**config.mk**
```make
export PLATFORM = sky130hd
export DESIGN_NAME = hamming_correct
export DESIGN_NICKNAME = d
export VERILOG_FILES = /design/src/rtl/hamming_correct.sv
export SDC_FILE = /design/constraint.sdc
export NUM_CORES = 1
export LEC_CHECK = 0
export ABC_AREA = 1
export ABC_CLOCK_PERIOD_IN_PS = 1850
export CORE_MARGIN = 4
export CORE_UTILIZATION = 40
export DETAILED_ROUTE_END_ITERATION = 16
export GPL_TIMING_DRIVEN = 0
export PLACE_DENSITY = 0.69
export SYNTH_ARGS = -nofsm -noshare
export SYNTH_HDL_FRONTEND = slang
export SYNTH_SLANG_ARGS = --single-unit
```
**constraint.sdc**
```tcl
create_clock -name clk_i -period 1.85 [get_ports clk_i]
set_clock_uncertainty 0.1 [all_clocks]
set_input_delay 0.2775 -clock clk_i [delete_from_list [all_inputs] [get_ports clk_i]]
set_output_delay 0.2775 -clock clk_i [all_outputs]
set_load 0.01 [all_outputs]
```
**src/rtl/hamming_correct.sv**
```systemverilog
// SECDED decode/correct stage: two registered stages with valid/ready, single-error
// correction, payload extraction and saturating error counters. Optional log: HAMMING_ERR_LOG_EN.
module hamming_correct #(
  parameter  int DATA_WIDTH  = 32,
  parameter  int COUNT_WIDTH = 16,
  localparam int ADDR_WIDTH  = $clog2(DATA_WIDTH + $clog2(DATA_WIDTH) + 1),
  localparam int CODED_WIDTH = 1 << ADDR_WIDTH
) (
  input  logic                   clk_i,
  input  logic                   rst_n_i,
`ifdef HAMMING_ERR_LOG_EN
  output logic                   err_log_valid_o,
  output logic [ADDR_WIDTH-1:0]  err_log_syndrome_o,
  output logic                   err_log_double_o,
`endif
  input  logic                   in_valid_i,
  output logic                   in_ready_o,
  input  logic [CODED_WIDTH-1:0] coded_i,
  input  logic [ADDR_WIDTH-1:0]  syndrome_i,
  input  logic                   ext_parity_i,
  output logic                   out_valid_o,
  input  logic                   out_ready_i,
  output logic [DATA_WIDTH-1:0]  data_o,
  output logic                   err_single_o,
  output logic                   err_double_o,
  input  logic                   clear_counts_i,
  output logic [COUNT_WIDTH-1:0] corr_count_o,
  output logic [COUNT_WIDTH-1:0] uncorr_count_o
);

  // Coded position carrying payload bit k: k-th non-power-of-two position >= 3.
  function automatic int data_pos(input int k);
    int cnt;
    int pos;
    cnt = 0;
    pos = 0;
    for (int p = 3; p < CODED_WIDTH; p++) begin
      if ((p & (p - 1)) != 0) begin
        if (cnt == k) pos = p;
        cnt++;
      end
    end
    return pos;
  endfunction

  function automatic logic [CODED_WIDTH-1:0] used_mask();
    logic [CODED_WIDTH-1:0] m;
    m = '0;
    for (int k = 0; k < DATA_WIDTH; k++) m[data_pos(k)] = 1'b1;
    return m;
  endfunction

  localparam int                     LAST_POS  = data_pos(DATA_WIDTH - 1);
  localparam logic [ADDR_WIDTH-1:0]  LAST_SYN  = LAST_POS[ADDR_WIDTH-1:0];
  localparam logic [CODED_WIDTH-1:0] USED_MSK  = used_mask();
  localparam logic [CODED_WIDTH-1:0] ONE_HOT_0 = {{(CODED_WIDTH-1){1'b0}}, 1'b1};
  localparam logic [COUNT_WIDTH-1:0] CNT_MAX   = {COUNT_WIDTH{1'b1}};

  // Handshake: a word moves on valid & ready in the same cycle; each stage advances
  // when its downstream slot is empty or being drained, so throughput is one per clock.
  logic                   s1_valid;
  logic [CODED_WIDTH-1:0] s1_coded;
  logic [ADDR_WIDTH-1:0]  s1_syn;
  logic                   s1_ovr;
  logic                   s2_en;
  logic                   s2_load;

  assign s2_en      = !out_valid_o || out_ready_i;
  assign in_ready_o = !s1_valid || s2_en;
  assign s2_load    = s1_valid && s2_en;

  always_ff @(posedge clk_i or negedge rst_n_i) begin
    if (!rst_n_i) begin
      s1_valid <= 1'b0;
      s1_coded <= '0;
      s1_syn   <= '0;
      s1_ovr   <= 1'b0;
    end else if (in_ready_o) begin
      s1_valid <= in_valid_i;
      if (in_valid_i) begin
        s1_coded <= coded_i;
        s1_syn   <= syndrome_i;
        s1_ovr   <= ext_parity_i ^ coded_i[0];
      end
    end
  end

  logic                   syn_zero;
  logic                   syn_in_range;
  logic                   is_single;
  logic                   is_double;
  logic [CODED_WIDTH-1:0] corrected;
  logic [DATA_WIDTH-1:0]  extracted;
  logic                   unused_bits;

  assign syn_zero     = (s1_syn == '0);
  assign syn_in_range = (s1_syn <= LAST_SYN);
  assign is_single    = s1_ovr && syn_in_range;
  assign is_double    = (!s1_ovr && !syn_zero) || (s1_ovr && !syn_in_range);
  // A zero syndrome with odd overall parity means bit0 itself flipped: no payload change.
  assign corrected    = (is_single && !syn_zero) ? (s1_coded ^ (ONE_HOT_0 << s1_syn)) : s1_coded;
  assign unused_bits  = ^(corrected & ~USED_MSK);

  for (genvar k = 0; k < DATA_WIDTH; k++) begin : g_extract
    localparam int POS = data_pos(k);
    assign extracted[k] = corrected[POS];
  end

  always_ff @(posedge clk_i or negedge rst_n_i) begin
    if (!rst_n_i) begin
      out_valid_o  <= 1'b0;
      data_o       <= '0;
      err_single_o <= 1'b0;
      err_double_o <= 1'b0;
    end else if (s2_en) begin
      out_valid_o <= s1_valid;
      if (s1_valid) begin
        data_o       <= extracted;
        err_single_o <= is_single;
        err_double_o <= is_double;
      end
    end
  end

  // Clear has priority over a same-cycle increment.
  always_ff @(posedge clk_i or negedge rst_n_i) begin
    if (!rst_n_i) begin
      corr_count_o   <= '0;
      uncorr_count_o <= '0;
    end else if (clear_counts_i) begin
      corr_count_o   <= '0;
      uncorr_count_o <= '0;
    end else begin
      if (s2_load && is_single && (corr_count_o != CNT_MAX))
        corr_count_o <= corr_count_o + 1'b1;
      if (s2_load && is_double && (uncorr_count_o != CNT_MAX))
        uncorr_count_o <= uncorr_count_o + 1'b1;
    end
  end

`ifdef HAMMING_ERR_LOG_EN
  always_ff @(posedge clk_i or negedge rst_n_i) begin
    if (!rst_n_i) begin
      err_log_valid_o    <= 1'b0;
      err_log_syndrome_o <= '0;
      err_log_double_o   <= 1'b0;
    end else if (clear_counts_i) begin
      err_log_valid_o    <= 1'b0;
      err_log_syndrome_o <= '0;
      err_log_double_o   <= 1'b0;
    end else if (!err_log_valid_o && s2_load && (is_single || is_double)) begin
      err_log_valid_o    <= 1'b1;
      err_log_syndrome_o <= s1_syn;
      err_log_double_o   <= is_double;
    end
  end
`endif

endmodule
```
==> impl_metrics.tcl <==
set metrics [dict create \
    power_frac_clock_pct 26.4 \
    placeableCoreArea_mm2 0.0147 \
    postSynthCellCount 875 \
    synth_area_per_cell_um2 6.95 \
    tritoncts "done" \
    start_util_pct 41.4 \
    worst-endpoint-required_ns 1.99 \
    final.fill_count 1368 \
    die_width_um 131 \
    period_needed_ns 1.81 \
    netlist_area_mm2 0.00608 \
    cts.htree.levels 3 \
    number_of_synthesized_register_bits 107 \
    critPathLaunchType "flop" \
    gp_congestion 0.877 \
    num_rows 44 \
    seqPwrFrac_pct 39.7 \
    cts-buffers-inserted 9 \
    timing.final.crit_share_pct 97.9 \
    crit_path_start "s1_syn[2]" \
    cellLeakagePower_uw 0.00411 \
    synth-main-ff-cell "sky130_fd_sc_hd__dfrtp_1" \
    synthesis.nets 953 \
    worstMarginPinSlew_ns 0.588 \
    switching_share_pct 32.7 \
    timing_max_transition_violations_final 0 \
    via_count 5999 \
    hold_path_class "in -> reg" \
    synth_cell_types 28 \
    finalNetCount 1108 \
    antenna_found_initial 0 \
    drv.max_cap_violation_count 0 \
    finalSetupViolCount 0 \
    die_height_um 131 \
    placedCellCount 1171 \
    routed_wirelength_um 17200 \
    class_of_the_most_critical_setup_path "reg -> reg" \
    drt_first_iter_violations 580 \
    synth-seq-area-share_pct 44.0 \
    holdWs_ns 0.291 \
    achievable-frequency_mhz 552 \
    numPortBuffers 111 \
    final_cell_count_no_fill 1218 \
    worstPathMaxFanout 9 \
    clock_sinks 107 \
    postPlaceCellArea_mm2 0.00745 \
    cellPowerDensity_mw_per_mm2 931 \
    seq_area_mm2 0.00269 \
    multiInputGateArea_mm2 0.00302 \
    timing_hold_violations_final 0 \
    cts.root.buffer_cell "sky130_fd_sc_hd__clkbuf_16" \
    insertedDiodeCount 0 \
    drt-wirelength-per-cell_um 14.1 \
    clk-insertion-delay-late_ns 0.35 \
    net-switching-power_uw 2510 \
    worstSetupEndpoint "data_o[25]" \
    floorplan.die_area_mm2 0.0172 \
    grt_first_pass_wirelength_um 28100 \
    first_global_vias 5601 \
    globalRouteOverflowTotal 0 \
    worst_r2r_dst "data_o[25]" \
    top_library_cells_by_usage_in_the_layout_fill_and_taps_aside "370 x sky130_fd_sc_hd__nand2_1, 108 x sky130_fd_sc_hd__clkdlybuf4s50_1, 97 x sky130_fd_sc_hd__dfrtp_1" \
    worstPathArrival_ns 1.95 \
    design_area_mm2 0.00824 \
    area_growth_pct 35.6 \
    drt_drc_violations_left 0 \
    route.antenna.remaining_nets 0 \
    worst_r2r_startpoint "s1_syn[2]" \
    internal_power_uw 5160 \
    utilization_pct 56.1 \
    synthArstFlopShare_pct 100 \
    clk_pin_slew_ns 0.07 \
    avgViaCountPerCell 4.93 \
    maximum_clock_insertion_buffer_count 2 \
    yosys_warnings 0 \
    vdd_drop_max_mv 0.571 \
    synth_edf_count 0 \
    run_status "finished, final reports clean" \
    r2r_slack_ns 0.04 \
    reg2reg_depth 12 \
    count_of_pins_on_the_block_boundary 144 \
    layout.cells.most_common "sky130_fd_sc_hd__nand2_1" \
    end_kind "flop" \
    rsz0062_at_grt "yes" \
    grt.total_usage_pct 19.7 \
    grt_max_degree 70 \
    drt_pre_antenna_iters 5 \
    slew-limit-headroom_pct 60.8 \
    drive_above_1_share_pct 11.5 \
    pwr-share-comb_pct 33.9 \
    dp_hpwl_um 12400 \
]
==> flip-flops by register name, indices dropped and copies added (netlist names) <==
register / cells
corr_count_o: 16
s1_valid: 1
err_double_o: 1
err_single_o: 1
s1_syn: 6
uncorr_count_o: 16
s1_coded: 32
s1_ovr: 1
out_valid_o: 1
data_o: 32
==> final cells by class <==
type                            count  area share [%]
Multi-Input combinational cell    649            36.7
Sequential cell                   107            32.6
Timing Repair Buffer              144            17.2
Inverter                           84            4.07
Clock buffer                       14            3.45
Buffer                             35            2.82
Tap cell                          184            2.79
Clock inverter                      1           0.364
==> worst max-delay path, stage by stage, from the launching register on <==
cell and delay (ns):
sky130_fd_sc_hd__dfrtp_1 0.35, sky130_fd_sc_hd__buf_6 0.13, sky130_fd_sc_hd__nand2_1 0.08, sky130_fd_sc_hd__a21oi_2 0.24
sky130_fd_sc_hd__nand2_4 0.10, sky130_fd_sc_hd__nand3_4 0.14, sky130_fd_sc_hd__inv_4 0.05, sky130_fd_sc_hd__buf_12 0.13
sky130_fd_sc_hd__buf_8 0.12, sky130_fd_sc_hd__nand2_1 0.06, sky130_fd_sc_hd__nand2_2 0.07, sky130_fd_sc_hd__nand2_1 0.07
sky130_fd_sc_hd__nand2_1 0.05
==> metal layers <==
layer | up-vias | part of all wire (%) | track usage [%]
li1 | 3024 | - | -
met1 | 2773 | 49 | 28.8
met2 | 177 | 44 | 30.0
met3 | 25 | 4.1 | 2.75
met4 | 0 | 2.3 | 7.35
met5 | - | 0 | 0
==> repair_timing <==
action | in CTS | in global routing
gates cloned | 0 | 2
endpoints found under the setup margin | 94 | 89
endpoints found under the hold margin | 38 | 0
hold buffers | 1 | 0
pin swaps | 8 | 11
buffers inserted | 14 | 15
gates resized for setup | 31 | 46
==> worst min path at each step <==
| stage | from | endpoint | slack [ns] | cells after the start |
|---|---|---|---|---|
| final | clear_counts_i | uncorr_count_o[0] | 0.29 | 4 |
| after global routing | clear_counts_i | uncorr_count_o[0] | 0.33 | 4 |
| after CTS | clear_counts_i | uncorr_count_o[0] | 0.28 | 4 |
| after detailed placement | rst_n_i | data_o[2] | 0.19 | 1 |
| after global placement | data_o[17] | data_o[17] | 0.37 | 2 |
| after floorplan | rst_n_i | corr_count_o[0] | -0.12 | 0 |
==> kinds of logic after synthesis <==
family | count (synthesis) | synth area share (%)
buffers and inverters | 119 | 8.05
AND/OR/NAND/NOR | 564 | 38.4
flip-flops | 107 | 44.0
XOR/XNOR | 37 | 5.33
adder cells (fa/ha/maj) | 2 | 0.411
AO/OA/AOI/OAI | 46 | 3.83
==> cells in the mapped netlist (2+ instances only) <==
| cell | count | area, µm² |
|---|---|---|
| sky130_fd_sc_hd__xor2_1 | 31 | 272 |
| sky130_fd_sc_hd__clkbuf_1 | 15 | 56.3 |
| sky130_fd_sc_hd__ha_1 | 2 | 25.0 |
| sky130_fd_sc_hd__buf_1 | 6 | 22.5 |
| sky130_fd_sc_hd__buf_6 | 2 | 22.5 |
| sky130_fd_sc_hd__nand4_1 | 14 | 87.6 |
| sky130_fd_sc_hd__inv_2 | 5 | 18.8 |
| sky130_fd_sc_hd__nor2_1 | 73 | 274 |
| sky130_fd_sc_hd__nand3_1 | 78 | 390 |
| sky130_fd_sc_hd__dfrtp_1 | 107 | 2680 |
| sky130_fd_sc_hd__inv_1 | 79 | 297 |
| sky130_fd_sc_hd__nand2_1 | 379 | 1420 |
| sky130_fd_sc_hd__nand3_2 | 2 | 20.0 |
| sky130_fd_sc_hd__o21ai_0 | 44 | 220 |
| sky130_fd_sc_hd__nor3_1 | 7 | 35.0 |
| sky130_fd_sc_hd__buf_2 | 7 | 35.0 |
| sky130_fd_sc_hd__nor2_2 | 2 | 12.5 |
| sky130_fd_sc_hd__xnor2_1 | 6 | 52.6 |
| sky130_fd_sc_hd__nand2_2 | 3 | 18.8 |
| sky130_fd_sc_hd__buf_4 | 5 | 37.5 |
==> per-stage QoR <==
step / TNS, ns / worst slack, ns / power (µW)
5_1_grt: -0.671 / -0.0475 / 8120
4_1_cts: 0 / 0.00229 / 7550
6_report: 0 / 0.0388 / 7680
3_5_place_dp: -38.20 / -0.627 / 5400
2_1_floorplan: 0 / 0.0386 / 4250
3_3_place_gp: -441.76 / -4.22 / 5360
==> power groups by stage <==
| stage | clock network [µW] | registers, µW | logic (µW) |
|---|---|---|---|
| after floorplan | 0 | 3180 | 1070 |
| final | 2030 | 3050 | 2600 |
| after global placement | 0 | 3070 | 2290 |
| after CTS | 2070 | 3030 | 2450 |
| after detailed placement | 0 | 3080 | 2310 |
| after global routing | 2140 | 3100 | 2870 |
Note: power is estimated with default switching activity, not from simulation.
